**config.mk**
```make
export PLATFORM = sky130hd
export DESIGN_NAME = mem_port_arbiter_flat
export DESIGN_NICKNAME = d
export VERILOG_FILES = /design/src/rtl/mem_port_arbiter_if.sv /design/src/rtl/mem_port_arbiter.sv /design/src/flat_wrapper.sv
export SDC_FILE = /design/constraint.sdc
export NUM_CORES = 1
export LEC_CHECK = 0
export ABC_CLOCK_PERIOD_IN_PS = 2200
export BUFFER_PORTS_ARGS = -buffer_cell sky130_fd_sc_hd__buf_2
export CORE_AREA = 5 5 99 101
export CTS_CLUSTER_DIAMETER = 150
export DETAILED_ROUTE_END_ITERATION = 16
export DIE_AREA = 0 0 104 106
export SLEW_MARGIN = 20
export SYNTH_ARGS = -nofsm -noshare
export SYNTH_HDL_FRONTEND = slang
export SYNTH_SLANG_ARGS = --single-unit
```
**constraint.sdc**
```tcl
create_clock -name clk -period 2.2 [get_ports clk]
set_clock_uncertainty 0.1 [all_clocks]
set_input_delay 0.11 -clock clk [delete_from_list [all_inputs] [get_ports clk]]
set_output_delay 0.11 -clock clk [all_outputs]
set_load 0.02 [all_outputs]
```
**src/rtl/mem_port_arbiter_if.sv**
```systemverilog
// Bundle of the IF/MA requester handshakes and the single-port memory bus
// seen by mem_port_arbiter.
interface mem_port_arbiter_if;
    logic        if_req;
    logic [31:0] if_addr;
    logic        if_gnt;
    logic        if_rvalid;
    logic [31:0] if_rdat;

    logic        ma_req;
    logic        ma_wen;
    logic [31:0] ma_addr;
    logic [31:0] ma_wdat;
    logic        ma_gnt;
    logic        ma_rvalid;
    logic [31:0] ma_rdat;

    logic        mem_cs;
    logic        mem_wen;
    logic [31:0] mem_addr;
    logic [31:0] mem_dat_in;
    logic [31:0] mem_dat_out;

    // Arbiter side: takes requests and memory read data, drives grants and memory controls.
    modport slave (
        input  if_req, if_addr,
        input  ma_req, ma_wen, ma_addr, ma_wdat,
        input  mem_dat_out,
        output if_gnt, if_rvalid, if_rdat,
        output ma_gnt, ma_rvalid, ma_rdat,
        output mem_cs, mem_wen, mem_addr, mem_dat_in
    );

    // Environment side: requesters plus the memory device.
    modport master (
        output if_req, if_addr,
        output ma_req, ma_wen, ma_addr, ma_wdat,
        output mem_dat_out,
        input  if_gnt, if_rvalid, if_rdat,
        input  ma_gnt, ma_rvalid, ma_rdat,
        input  mem_cs, mem_wen, mem_addr, mem_dat_in
    );
endinterface

```
**src/rtl/mem_port_arbiter.sv**
```systemverilog
// Shares one single-port synchronous memory between instruction fetch and the
// memory-access stage; routes each read's data back to its issuer in order.
module mem_port_arbiter #(
    parameter int RD_LAT        = 1,
    parameter int MAX_MA_STREAK = 3
) (
    input  logic               clk,
    input  logic               rst_n,
    mem_port_arbiter_if.slave  bus
);

    localparam int                    STREAK_W   = $clog2(MAX_MA_STREAK + 1);
    localparam logic [STREAK_W-1:0]   STREAK_MAX = STREAK_W'(MAX_MA_STREAK);
    localparam logic                  ID_IF      = 1'b0;
    localparam logic                  ID_MA      = 1'b1;

    logic [STREAK_W-1:0] streak_q;
    logic [STREAK_W-1:0] streak_d;
    logic [RD_LAT-1:0]   tag_vld_q;
    logic [RD_LAT-1:0]   tag_vld_d;
    logic [RD_LAT-1:0]   tag_id_q;
    logic [RD_LAT-1:0]   tag_id_d;

    logic        if_gnt_s;
    logic        ma_gnt_s;
    logic        rd_gnt_s;
    logic        out_vld_s;
    logic        out_id_s;
    logic        if_rvalid_s;
    logic        ma_rvalid_s;
    logic [31:0] mem_addr_s;

    // Arbitration: MA preferred, IF forced in once MA has won MAX_MA_STREAK times in a row.
    always_comb begin
        if_gnt_s = 1'b0;
        ma_gnt_s = 1'b0;
        if (rst_n == 1'b0) begin
            if_gnt_s = 1'b0;
            ma_gnt_s = 1'b0;
        end else if (bus.if_req && bus.ma_req) begin
            if (streak_q == STREAK_MAX) begin
                if_gnt_s = 1'b1;
            end else begin
                ma_gnt_s = 1'b1;
            end
        end else begin
            if_gnt_s = bus.if_req;
            ma_gnt_s = bus.ma_req;
        end
    end

    assign rd_gnt_s = if_gnt_s | (ma_gnt_s & ~bus.ma_wen);

    // Streak counts MA wins only while IF is actually waiting.
    always_comb begin
        streak_d = streak_q;
        if (if_gnt_s || !bus.if_req) begin
            streak_d = '0;
        end else if (ma_gnt_s && (streak_q < STREAK_MAX)) begin
            streak_d = streak_q + STREAK_W'(1);
        end else begin
            streak_d = streak_q;
        end
    end

    // Read-tag delay line: entry RD_LAT-1 lines up with the memory's read data.
    always_comb begin
        tag_vld_d    = tag_vld_q;
        tag_id_d     = tag_id_q;
        tag_vld_d[0] = rd_gnt_s;
        tag_id_d[0]  = ma_gnt_s ? ID_MA : ID_IF;
        for (int i = 1; i < RD_LAT; i++) begin
            tag_vld_d[i] = tag_vld_q[i-1];
            tag_id_d[i]  = tag_id_q[i-1];
        end
    end

    // State registers.
    always_ff @(posedge clk or negedge rst_n) begin
        if (!rst_n) begin
            streak_q  <= '0;
            tag_vld_q <= '0;
            tag_id_q  <= '0;
        end else begin
            streak_q  <= streak_d;
            tag_vld_q <= tag_vld_d;
            tag_id_q  <= tag_id_d;
        end
    end

    // Memory address mux; only one grant can be active.
    always_comb begin
        mem_addr_s = 32'h0000_0000;
        if (ma_gnt_s) begin
            mem_addr_s = bus.ma_addr;
        end else if (if_gnt_s) begin
            mem_addr_s = bus.if_addr;
        end else begin
            mem_addr_s = 32'h0000_0000;
        end
    end

    assign out_vld_s   = tag_vld_q[RD_LAT-1];
    assign out_id_s    = tag_id_q[RD_LAT-1];
    assign if_rvalid_s = out_vld_s & (out_id_s == ID_IF);
    assign ma_rvalid_s = out_vld_s & (out_id_s == ID_MA);

    assign bus.if_gnt     = if_gnt_s;
    assign bus.ma_gnt     = ma_gnt_s;
    assign bus.mem_cs     = if_gnt_s | ma_gnt_s;
    assign bus.mem_wen    = ma_gnt_s & bus.ma_wen;
    assign bus.mem_addr   = mem_addr_s;
    assign bus.mem_dat_in = ma_gnt_s ? bus.ma_wdat : 32'h0000_0000;

    assign bus.if_rvalid  = if_rvalid_s;
    assign bus.if_rdat    = if_rvalid_s ? bus.mem_dat_out : 32'h0000_0000;
    assign bus.ma_rvalid  = ma_rvalid_s;
    assign bus.ma_rdat    = ma_rvalid_s ? bus.mem_dat_out : 32'h0000_0000;

endmodule

```
**src/flat_wrapper.sv**
```systemverilog
// flat-port wrapper written by rule: the top's interface ports become plain ports
module mem_port_arbiter_flat 
#(
    parameter int RD_LAT        = 1,
    parameter int MAX_MA_STREAK = 3
)
  (clk, rst_n, bus_if_req, bus_if_addr, bus_ma_req, bus_ma_wen, bus_ma_addr, bus_ma_wdat, bus_mem_dat_out, bus_if_gnt, bus_if_rvalid, bus_if_rdat, bus_ma_gnt, bus_ma_rvalid, bus_ma_rdat, bus_mem_cs, bus_mem_wen, bus_mem_addr, bus_mem_dat_in);
  mem_port_arbiter_if bus_i ();
  input  logic clk;
  input  logic rst_n;
  input wire logic [$bits(bus_i.if_req)-1:0] bus_if_req;
  input wire logic [$bits(bus_i.if_addr)-1:0] bus_if_addr;
  input wire logic [$bits(bus_i.ma_req)-1:0] bus_ma_req;
  input wire logic [$bits(bus_i.ma_wen)-1:0] bus_ma_wen;
  input wire logic [$bits(bus_i.ma_addr)-1:0] bus_ma_addr;
  input wire logic [$bits(bus_i.ma_wdat)-1:0] bus_ma_wdat;
  input wire logic [$bits(bus_i.mem_dat_out)-1:0] bus_mem_dat_out;
  output wire logic [$bits(bus_i.if_gnt)-1:0] bus_if_gnt;
  output wire logic [$bits(bus_i.if_rvalid)-1:0] bus_if_rvalid;
  output wire logic [$bits(bus_i.if_rdat)-1:0] bus_if_rdat;
  output wire logic [$bits(bus_i.ma_gnt)-1:0] bus_ma_gnt;
  output wire logic [$bits(bus_i.ma_rvalid)-1:0] bus_ma_rvalid;
  output wire logic [$bits(bus_i.ma_rdat)-1:0] bus_ma_rdat;
  output wire logic [$bits(bus_i.mem_cs)-1:0] bus_mem_cs;
  output wire logic [$bits(bus_i.mem_wen)-1:0] bus_mem_wen;
  output wire logic [$bits(bus_i.mem_addr)-1:0] bus_mem_addr;
  output wire logic [$bits(bus_i.mem_dat_in)-1:0] bus_mem_dat_in;
  assign bus_i.if_req = bus_if_req;
  assign bus_i.if_addr = bus_if_addr;
  assign bus_i.ma_req = bus_ma_req;
  assign bus_i.ma_wen = bus_ma_wen;
  assign bus_i.ma_addr = bus_ma_addr;
  assign bus_i.ma_wdat = bus_ma_wdat;
  assign bus_i.mem_dat_out = bus_mem_dat_out;
  assign bus_if_gnt = bus_i.if_gnt;
  assign bus_if_rvalid = bus_i.if_rvalid;
  assign bus_if_rdat = bus_i.if_rdat;
  assign bus_ma_gnt = bus_i.ma_gnt;
  assign bus_ma_rvalid = bus_i.ma_rvalid;
  assign bus_ma_rdat = bus_i.ma_rdat;
  assign bus_mem_cs = bus_i.mem_cs;
  assign bus_mem_wen = bus_i.mem_wen;
  assign bus_mem_addr = bus_i.mem_addr;
  assign bus_mem_dat_in = bus_i.mem_dat_in;
  mem_port_arbiter #(.RD_LAT(RD_LAT), .MAX_MA_STREAK(MAX_MA_STREAK)) u_core (.clk(clk), .rst_n(rst_n), .bus(bus_i));
endmodule
```
# --- Word level (Yosys, flattened, before mapping) ---
# Cells that the tools add are included.
word_totals:
  memories: 0
  reg_bits: 4
  output_inout_bits: 134
  elab_cells: 33
  ram_bits: 0
  mem_bits_ro: 0
  latchBits: 0
op_classes:
  n_addsub: 1
  n_div: 0
  magnitude_cmp: 1
  eq_ne: 1
  n_mux: 14
  n_reduce_logical: 5
  n_bitwise: 8
  shifts: 0
  multipliers: 0
op_table:
  columns: ["op", "count"]
  rows:
  - ["32-bit 2-to-1 mux", 5]
  - ["1-bit 2-to-1 mux", 7]
  - ["1-bit AND", 4]
  - ["2-bit 2-to-1 mux", 2]
  - ["2-bit by 1-bit adder with 2-bit output (second input constant)", 1]
  - ["2-bit == test (second input constant)", 1]
  - ["1-bit logical AND", 2]
  - ["2-bit less-than comparator (second input constant)", 1]
  - ["1-bit inverter", 2]
  - ["1-bit OR", 2]
  - ["2-bit nonzero test", 1]
  - ["1-bit zero test", 1]
  - ["1-bit logical OR", 1]

# --- Logic depth before layout (Yosys ltp) ---
# Gate-level depths: netlist (run 1).
logic_depth:
  depth_word: 7
  ltp_mapped: 7
  mapped_depth_nobuf: 5

# --- Least setup slack after synthesis (run 1) ---
# No wires, ideal clock.
synth_path:
  path_kind: "register -> output"
  startpoint: "reg u_core.streak_q[0]"
  endpoint: "out bus_mem_dat_in[10]"
  arrival_time_ns: 1.522
  path_buffers: 1
  stages_incl_launch_ff: 7
  setup_slack_ns: 0.468
  t_required_ns: 1.990
  cell_sequence: "dfrtp_1 -> ha_1 -> nand2_1 -> nand3_2 -> inv_2 -> clkbuf_1 -> and2_1"
synth_via:
  elab_chain_cells: 5
synth_rtl:
  columns: ["element", "line", "text"]
  rows:
  - ["start: declaration", "mem_port_arbiter.sv:17", "logic [STREAK_W-1:0] streak_q;"]
  - ["start signal: assignment", "mem_port_arbiter.sv:85", "streak_q <= streak_d;"]
  - ["2-bit == test", "mem_port_arbiter.sv:41", "if (streak_q == STREAK_MAX) begin"]
  - ["1-bit 2-to-1 mux", "mem_port_arbiter.sv:41", null]
  - ["1-bit 2-to-1 mux", "mem_port_arbiter.sv:40", "end else if (bus.if_req && bus.ma_req) begin"]
  - ["1-bit 2-to-1 mux", "mem_port_arbiter.sv:37", "if (rst_n == 1'b0) begin"]
  - ["net bus_ma_gnt", "flat_wrapper.sv:21", "output wire logic [$bits(bus_i.ma_gnt)-1:0] bus_ma_gnt;"]
  - ["32-bit 2-to-1 mux", "mem_port_arbiter.sv:113", "assign bus.mem_dat_in = ma_gnt_s ? bus.ma_wdat : 32'h0000_0000;"]
  - ["end: declaration", "flat_wrapper.sv:27", "output wire logic [$bits(bus_i.mem_dat_in)-1:0] bus_mem_dat_in;"]
# The timed path passes the listed nets, and every way through them passes these cells.

# --- Final worst setup path (run 1) ---
layout_path:
  startpoint: "reg u_core.streak_q[0]"
  endpoint: "out bus_mem_addr[2]"
layout_via:
  elab_chain_cells: 6
layout_rtl:
  columns: ["element", "line", "text"]
  rows:
  - ["2-bit == test *", "mem_port_arbiter.sv:41", null]
  - ["1-bit 2-to-1 mux", "mem_port_arbiter.sv:41", null]
  - ["1-bit 2-to-1 mux", "mem_port_arbiter.sv:40", null]
  - ["1-bit 2-to-1 mux", "mem_port_arbiter.sv:37", null]
  - ["32-bit 2-to-1 mux", "mem_port_arbiter.sv:96", "end else if (if_gnt_s) begin"]
  - ["32-bit 2-to-1 mux *", "mem_port_arbiter.sv:94", "if (ma_gnt_s) begin"]
  - ["end: declaration", "flat_wrapper.sv:26", "output wire logic [$bits(bus_i.mem_addr)-1:0] bus_mem_addr;"]
# Mark *: on every way between the ends. The rest lies on a longest branch, timed or not.

==> flow_metrics.env, run 1 <==
export IMPL_outcome="complete, no violations"
export IMPL_hold_ws_ns=0.03041
export IMPL_fin_tns_setup_ns=0
export IMPL_routed_via_density=4.169
export IMPL_cts_root_buf="clkbuf_8"
export IMPL_critPathRequiredTime_ns=1.99
export IMPL_critPathArrivalTime_ns=1.82
export IMPL_fin_crit_ns=2.033
export IMPL_drv_slew=0
export IMPL_insertedDiodeCount=0
export IMPL_path_class="reg2out"
export IMPL_clk_latency_ns=0.22
export IMPL_p_switching_w=0.0003224
export IMPL_yosysWarnings=0
export IMPL_start_util=0.1389
export IMPL_ys_ff_latch=4
export IMPL_power_w=0.0007358
export IMPL_num_rows=35
export IMPL_cts_repair_resized=0
export IMPL_syn2layout_area_growth_pct=119.0
export IMPL_max_slew_worst_pin_slew_ns=0.3138
export IMPL_drt_initial_drc_count=105
export IMPL_h_tree_depth=1
export IMPL_antenna_found_initial=0
export IMPL_ir_worst_vdd_uv=139.3
export IMPL_dp_final_hpwl_mm=6.757
export IMPL_clk_pin_slew_worst_paths_ns=0.03
export IMPL_critPathLaunchType="flip-flop"
export IMPL_max_cap_violations=0
export IMPL_layout_drive_gt1_share=0.6481
export IMPL_synth_fp_nets=310
export IMPL_numClockSinks=4
export IMPL_seqPwrFrac=0.110
export IMPL_combPwrFrac=0.682
export IMPL_fmax_mhz=491.9
export IMPL_grt_pass1_vias=2188
export IMPL_die_h_um=106
export IMPL_cts_buffers=3
export IMPL_overflow=0
export IMPL_p_int_w=0.0004134
export IMPL_hp_class="in2reg"
export IMPL_hold_path_depth=2
export IMPL_numPortBuffers=266
export IMPL_drc=0
export IMPL_dieWidth_um=104
export IMPL_rsz0062_at_grt="no"
export IMPL_cts_setup_buffers=0
export IMPL_setup_viol=0
export IMPL_worstPathMaxFanout=50
export IMPL_ios=267
export IMPL_reg2regPathDepth=4
export IMPL_grt_pass1_wl_mm=10.94
export IMPL_track_usage=0.1154
export IMPL_die_area_um2=11020
export IMPL_ys_types=22
export IMPL_dp_cells=539
export IMPL_stdcell_count=543
export IMPL_hold_violations=0
export IMPL_gp_congestion=0.8660
export IMPL_grt_max_degree=51
export IMPL_slew_headroom=0.7908
export IMPL_swShare=0.4382
export IMPL_final_period_utilization=0.9241
export IMPL_antenna_left=0
export IMPL_crit_path_end_kind="primary output"
export IMPL_final_nets=569
export IMPL_wl_per_cell_um=13.93
export IMPL_p_per_area_nw_per_um2=270.8
export IMPL_synth_area_um2=1241
export IMPL_cts_tree="yes"
export IMPL_synthCells=175
export IMPL_p_leak_nw=1.909
export IMPL_avgSynthCellArea_um2=7.093
export IMPL_power_frac_clock=0.208
export IMPL_dr_pass1_iters=4
export IMPL_wl_mm=7.562
export IMPL_via_count=2264
export IMPL_ys_seq_area_frac=0.08065
export IMPL_cts_buffer_depth=2
export IMPL_core_area_um2=8934
[worst max-delay path, stage by stage, from the launching register on]
cell and delay, ns:
dfrtp_1 0.42, ha_1 0.27, nand2_1 0.09, nand3_2 0.10, inv_2 0.15, buf_12 0.22, a22o_1 0.18, buf_2 0.17
[logic make-up after synthesis]
logic type,Yosys count,synth area share
adders and majority gates,2,0.02016
AOI/OAI and AO/OA,36,0.2450
DFF,4,0.08065
buffers and inverters,21,0.08870
and+or+nand+nor,111,0.5565
muxes,1,0.009072
[path summary, 6_finish.rpt]
kind | slack (ns) | start | endpoint
worst max-delay path | 0.17 | u_core.streak_q[0] | bus_mem_addr[2]
worst min-delay path | 0.03 | bus_ma_wen | u_core.out_vld_s
worst max register to register | 0.67 | u_core.streak_q[0] | u_core.streak_q[1]
worst min register to register | 0.52 | u_core.streak_q[0] | u_core.streak_q[0]
max in group asynchronous | 1.68 | rst_n | u_core.out_vld_s
min in group asynchronous | 0.16 | rst_n | u_core.streak_q[0]
[final cells by class]
type | instances | area [um^2]
fillers | 967 | 6216
repair buffers | 273 | 1399
multi-input cells | 150 | 1031
well taps | 111 | 138.9
flip-flops and latches | 4 | 100.1
clock buffers | 3 | 41.29
inverters | 2 | 7.507
[cell usage after synthesis]
cell      count  area share
a21oi_1       1      0.0040
a21oi_2       1      0.0071
a22o_1       32        0.23
and2_1       66        0.33
and2b_1       1      0.0061
and3_1       33        0.17
buf_2         5       0.020
buf_6         3       0.027
clkbuf_1      9       0.027
clkbuf_2      2      0.0081
dfrtp_1       4       0.081
ha_1          2       0.020
inv_1         1      0.0030
inv_2         1      0.0030
mux2_2        1      0.0091
nand2_1       5       0.015
nand3_2       1      0.0081
nand3b_1      2       0.012
nor2b_1       1      0.0050
nor3b_1       1      0.0061
o21ai_0       2      0.0081
or2_2         1      0.0050
[cells in the final DEF (no fill, tap or decap)]
master         netlist  routed
a21oi_1              1       1
inv_1                1       1
or2_2                1       1
buf_2                5     266
buf_4                0       5
dfrtp_1              4       4
nor3b_1              1       1
clkbuf_8             0       3
inv_2                1       1
and2_1              66      66
and2b_1              1       1
a22o_1              32      32
nand2_1              5       5
nor2b_1              1       1
nand3_2              1       1
and3_1              33      33
o21ai_0              2       2
nand3b_1             2       2
ha_1                 2       2
dlygate4sd3_1        0       1
a21oi_2              1       1
buf_12               0       1
mux2_2               1       1
[registers in the layout (all words and copies together), names as in the netlist]
register	count
u_core.out_vld_s	1
u_core.out_id_s	1
u_core.streak_q	2
[stage by stage]
step	area, um^2	util	setup slack (ns)
floorplan	1241	-	0.4682
global placement	2666	0.2985	0.4234
detailed placement	2666	0.2985	0.3706
CTS	2718	0.3042	0.1338
global route	2718	0.3042	0.02426
finish	2718	0.3042	0.1670
[routing by layer]
layer  GRT usage  vias up  routed length [um]
met5           0        -                   0
met4     0.02498        0                 112
met3     0.04918       10                1049
met2      0.2145      170                3720
met1      0.1203      959                2681
li1            -     1125                   -
[power groups by stage]
stage / clock, W / sequential (W) / combinational, W
global placement: 0 / 0.0000810 / 0.000501
CTS: 0.000156 / 0.0000807 / 0.000509
finish: 0.000153 / 0.0000806 / 0.000502
floorplan: 0 / 0.0000823 / 0.000262
detailed placement: 0 / 0.0000816 / 0.000506
global route: 0.000159 / 0.0000812 / 0.000542
[repair_timing]
| action | CTS | global route |
|---|---|---|
| setup endpoints to repair | 0 | 0 |
| hold buffers | 1 | 0 |
| endpoints found under the hold margin | 4 | 0 |
Power figures use the tool's default switching activity.
==> inputs of run 2 (changes only) <==
MAX_ROUTING_LAYER = met4   (was not set)
==> run 2 against run 1 <==
Effect of this change: via count grew 0.31%; combinational power about the same; core utilization unchanged; critical path depth is 1 lower; maximum frequency fell by 0.20%; sequential power barely moved; critical path type unchanged.
==> flow_metrics.env, run 2 (synthesis results as in run 1) <==
export IMPL_worstPathMaxFanout=32
export IMPL_fmax_mhz=490.9
export IMPL_drt_initial_drc_count=126
export IMPL_seqPwrFrac=0.109
export IMPL_cts_setup_buffers=0
export IMPL_wl_per_cell_um=13.89
export IMPL_grt_pass1_wl_mm=11.12
export IMPL_core_area_um2=8934
export IMPL_layout_drive_gt1_share=0.6481
export IMPL_cts_buffers=3
export IMPL_hp_class="in2reg"
export IMPL_fin_crit_ns=2.037
export IMPL_numClockSinks=4
export IMPL_antenna_left=0
export IMPL_rsz0062_at_grt="no"
export IMPL_clk_latency_ns=0.22
export IMPL_p_switching_w=0.0003229
export IMPL_clk_pin_slew_worst_paths_ns=0.03
export IMPL_drc=0
export IMPL_critPathArrivalTime_ns=1.83
export IMPL_largest_register_ffs=2
export IMPL_reg2regPathDepth=4
export IMPL_max_slew_worst_pin_slew_ns=0.3203
export IMPL_combPwrFrac=0.681
export IMPL_final_nets=569
export IMPL_syn2layout_area_growth_pct=119.0
export IMPL_antenna_found_initial=0
export IMPL_p_int_w=0.0004135
export IMPL_swShare=0.4385
export IMPL_via_count=2271
export IMPL_reg2reg_from="u_core.streak_q[0]"
export IMPL_cts_buffer_depth=2
export IMPL_num_rows=35
export IMPL_dr_pass1_iters=4
export IMPL_critPathTopFamily="buffers and inverters"
export IMPL_hold_path_depth=2
export IMPL_setup_viol=0
export IMPL_track_usage=0.1214
export IMPL_p_leak_nw=1.909
export IMPL_hold_violations=0
export IMPL_p_per_area_nw_per_um2=271.0
export IMPL_ios=267
export IMPL_crit_path_end_kind="primary output"
export IMPL_insertedDiodeCount=0
export IMPL_die_area_um2=11020
export IMPL_ir_worst_vdd_uv=134.6
export IMPL_fin_tns_setup_ns=0
export IMPL_crit_buf_inv=2
export IMPL_critPathLaunchType="flip-flop"
export IMPL_outcome="complete, no violations"
export IMPL_grt_pass1_vias=2249
export IMPL_path_class="reg2out"
export IMPL_r2r_end="u_core.streak_q[1]"
export IMPL_wl_mm=7.544
export IMPL_slew_headroom=0.7865
export IMPL_cts_root_buf="clkbuf_8"
export IMPL_drv_slew=0
export IMPL_dp_final_hpwl_mm=6.747
export IMPL_dieWidth_um=104
export IMPL_regMostFlops="u_core.streak_q"
export IMPL_grt_max_degree=51
export IMPL_final_period_utilization=0.9260
export IMPL_hold_path_startpoint="bus_ma_wen"
export IMPL_die_h_um=106
export IMPL_layout_commonest_cell="buf_2"
export IMPL_numPortBuffers=266
export IMPL_max_cap_violations=0
export IMPL_h_tree_depth=1
export IMPL_cts_tree="yes"
export IMPL_crit_chain="ha_1 > nand2_1 > a21oi_2 > buf_4 > a22o_1 > buf_2"
export IMPL_gp_congestion=0.8817
export IMPL_power_frac_clock=0.210
export IMPL_start_util=0.1389
export IMPL_max_stage_delay_ns=0.41
export IMPL_overflow=0
export IMPL_hold_end="u_core.out_vld_s"
export IMPL_layout_common_cells="266 x buf_2, 66 x and2_1, 33 x and3_1"
export IMPL_slowest_stage="dfrtp_1"
export IMPL_critPathRequiredTime_ns=1.99
export IMPL_reg2reg_slack_ns=0.66
export IMPL_power_w=0.0007364
export IMPL_routed_via_density=4.182
## run 2: cell counts in the layout (fill, tap and decap cells not counted)
Identical to the previous run, type by type.
## run 2: stage by stage
stage	cell area (um^2)	hold slack, ns	util	setup WS [ns]	cells
after floorplan	1241	-0.2856	-	0.4682	175
after global placement	2666	-0.1501	0.2985	0.4223	539
after detailed placement	2666	-0.1458	0.2985	0.3919	539
after CTS	2718	0.007172	0.3042	0.1402	543
after global routing	2718	0.008310	0.3042	0.03441	543
final	2718	0.008354	0.3042	0.1629	543
## run 2: worst max-delay path by stage
stage / from / to / slack (ns) / cells after the start
floorplan: u_core.streak_q[0] / bus_mem_dat_in[10] / 0.47 / 6
global placement: u_core.streak_q[0] / bus_mem_addr[31] / 0.42 / 6
detailed placement: u_core.streak_q[0] / bus_mem_addr[0] / 0.39 / 6
CTS: u_core.streak_q[0] / bus_mem_addr[0] / 0.14 / 6
global route: u_core.streak_q[0] / bus_mem_addr[19] / 0.03 / 7
finish: u_core.streak_q[0] / bus_mem_addr[0] / 0.16 / 6
## run 2: layer usage
metal / GRT usage / vias up / wire length, um
met5: - / - / 0
met4: 0.02960 / 0 / 100
met3: 0.03279 / 8 / 948
met2: 0.2172 / 166 / 3764
met1: 0.1342 / 969 / 2731
li1: - / 1128 / -
## run 2: area by class of cell
type	count	area, um^2
tap	111	138.9
fill	973	6216
timing repair buffer	273	1399
multi-input combinational	150	1031
clock buffer	3	41.29
inverter	2	7.507
sequential	4	100.1
## run 2: what timing repair did
item,in CTS,in global routing
hold buffers,1,0
hold endpoints to repair,4,0
resized for setup,0,0
## run 2: power groups by stage
stage	combinational, W	sequential (W)	clock, W
after global routing	0.000542	0.0000809	0.000162
after detailed placement	0.000507	0.0000814	0
final	0.000502	0.0000805	0.000154
after global placement	0.000501	0.0000810	0
after CTS	0.000509	0.0000807	0.000157
after floorplan	0.000262	0.0000823	0
==> inputs of run 3 (changes only) <==
==> constraint.sdc (replaced) <==
create_clock -name clk -period 2.2 [get_ports clk]
set_clock_uncertainty 0.1 [all_clocks]
set_input_delay 0.44 -clock clk [delete_from_list [all_inputs] [get_ports clk]]
set_output_delay 0.44 -clock clk [all_outputs]
set_load 0.02 [all_outputs]
==> run 3 against run 2 <==
Effect of this change: non-clock buffer count up 11; power up 14%; cell area is 18% higher; global-route usage is 0.41 points higher; highest routed layer unchanged.
==> flow_metrics.env, run 3 (synthesis results as in run 1) <==
export IMPL_outcome="complete, no violations"
export IMPL_grt_pass1_wl_mm=11.36
export IMPL_power_w=0.0008406
export IMPL_hold_path_startpoint="bus_ma_wen"
export IMPL_hold_ws_ns=0.3358
export IMPL_h_tree_depth=1
export IMPL_die_h_um=106
export IMPL_wl_mm=8.701
export IMPL_track_usage=0.1256
export IMPL_drc=0
export IMPL_largest_register_ffs=2
export IMPL_die_area_um2=11020
export IMPL_drv_slew=0
export IMPL_routed_via_density=4.264
export IMPL_drt_initial_drc_count=78
export IMPL_dr_pass1_iters=4
export IMPL_power_frac_clock=0.181
export IMPL_clk_latency_ns=0.22
export IMPL_combPwrFrac=0.723
export IMPL_rsz0062_at_grt="yes"
export IMPL_num_rows=35
export IMPL_p_int_w=0.0004876
export IMPL_setup_viol=0
export IMPL_path_class="reg2out"
export IMPL_numPortBuffers=266
export IMPL_hp_class="in2reg"
export IMPL_seqPwrFrac=0.096
export IMPL_stdcell_count=554
export IMPL_grt_max_degree=34
export IMPL_start_util=0.1389
export IMPL_worstPathMaxFanout=8
export IMPL_core_area_um2=8934
export IMPL_cts_tree="yes"
export IMPL_cts_buffers=3
export IMPL_critPathLaunchType="flip-flop"
export IMPL_final_period_utilization=0.9953
export IMPL_via_count=2362
export IMPL_dp_cells=539
export IMPL_hold_violations=0
export IMPL_cts_root_buf="clkbuf_8"
export IMPL_clk_pin_slew_worst_paths_ns=0.03
export IMPL_reg2reg_slack_ns=0.75
export IMPL_dieWidth_um=104
export IMPL_critPathLaunch="u_core.streak_q[0]"
export IMPL_final_nets=580
export IMPL_dp_final_hpwl_mm=6.672
export IMPL_grt_pass1_vias=2280
export IMPL_layout_drive_gt1_share=0.6772
export IMPL_slew_headroom=0.8316
export IMPL_fin_crit_ns=2.190
export IMPL_antenna_left=0
export IMPL_cts_buffer_depth=2
export IMPL_swShare=0.4199
export IMPL_insertedDiodeCount=0
export IMPL_syn2layout_area_growth_pct=157.4
export IMPL_multi_input_area_um2=1110
export IMPL_fill_cells=930
export IMPL_regMostFlops="u_core.streak_q"
export IMPL_layout_common_cells="232 x buf_2, 66 x and2_1, 33 x and3_1"
export IMPL_p_leak_nw=2.064
export IMPL_max_slew_worst_pin_slew_ns=0.2526
export IMPL_reg2reg_from="u_core.streak_q[0]"
export IMPL_fmax_mhz=456.7
export IMPL_critPathArrivalTime_ns=1.65
export IMPL_seq_area_um2=100.1
export IMPL_critPathRequiredTime_ns=1.66
export IMPL_antenna_found_initial=0
export IMPL_ir_worst_vdd_uv=131.6
export IMPL_p_switching_w=0.0003529
export IMPL_p_per_area_nw_per_um2=263.2
export IMPL_overflow=0
export IMPL_max_cap_violations=0
export IMPL_layout_commonest_cell="buf_2"
export IMPL_crit_path_end_kind="primary output"
export IMPL_gp_congestion=0.8501
export IMPL_ios=267
export IMPL_numClockSinks=4
export IMPL_wl_per_cell_um=15.71
[run 3: cell types whose count changed in the layout (fill, tap and decap cells not counted), moves of 5 or more]
cell	delta
buf_2	-34
buf_6	+24
buf_4	+13
a22o_1	-5
a22o_4	+5
clkbuf_16	+5
[run 3: worst paths after layout]
kind	cells past startpoint	endpoint
max	7	bus_mem_addr[15]
min	2	u_core.out_vld_s
max reg2reg	4	u_core.streak_q[1]
min reg2reg	2	u_core.streak_q[1]
max in group asynchronous	2	u_core.out_vld_s
min in group asynchronous	2	u_core.streak_q[0]
[run 3: metal layers]
metal / wire length (um) / up-vias / GRT usage
met4: 56 / 0 / 0.02960
li1: - / 1153 / -
met2: 4599 / 172 / 0.2277
met1: 3016 / 1033 / 0.1338
met5: 0 / - / -
met3: 1029 / 4 / 0.03886
[run 3: layout make-up]
cell class                 count  area share
clock buffer                   3     0.01293
inverter                       2    0.004700
multi-input combinational    150      0.3474
sequential                     4     0.03134
tap                          111     0.04348
timing repair buffer         284      0.5601
[run 3: through the flow]
step | setup slack (ns) | setup TNS (ns) | instance area (um^2) | util
after floorplan | 0.1382 | 0 | 1241 | -
after global placement | 0.1083 | 0 | 2679 | 0.2999
after detailed placement | 0.07954 | 0 | 2679 | 0.2999
after CTS | -0.04416 | -0.1548 | 2855 | 0.3196
after global routing | -0.04486 | -0.9871 | 3194 | 0.3576
final | 0.01042 | 0 | 3194 | 0.3576
[run 3: power by group through the flow]
| stage | Clock (W) | Sequential, W | Combinational (W) |
|---|---|---|---|
| 2_1_floorplan | 0 | 0.0000823 | 0.000262 |
| 3_3_place_gp | 0 | 0.0000809 | 0.000504 |
| 3_5_place_dp | 0 | 0.0000813 | 0.000508 |
| 4_1_cts | 0.000153 | 0.0000801 | 0.000542 |
| 5_1_grt | 0.000157 | 0.0000812 | 0.000649 |
| 6_report | 0.000152 | 0.0000807 | 0.000608 |
[run 3: worst max-delay path, stage by stage (launching register included)]
cell and delay [ns]:
dfrtp_1 0.41, ha_2 0.23, nand2_2 0.07, a21oi_4 0.14
buf_12 0.14, clkbuf_16 0.15, a22o_1 0.16, buf_6 0.13
[run 3: what timing repair did]
| item | CTS | global route |
|---|---|---|
| gates resized for setup | 35 | 37 |
| setup buffers | 1 | 2 |
| pin swaps | 4 | 11 |
| hold buffers | 1 | 0 |
| endpoints found under the setup margin | 61 | 59 |
| endpoints found under the hold margin | 4 | 0 |
| cloned | 1 | 7 |
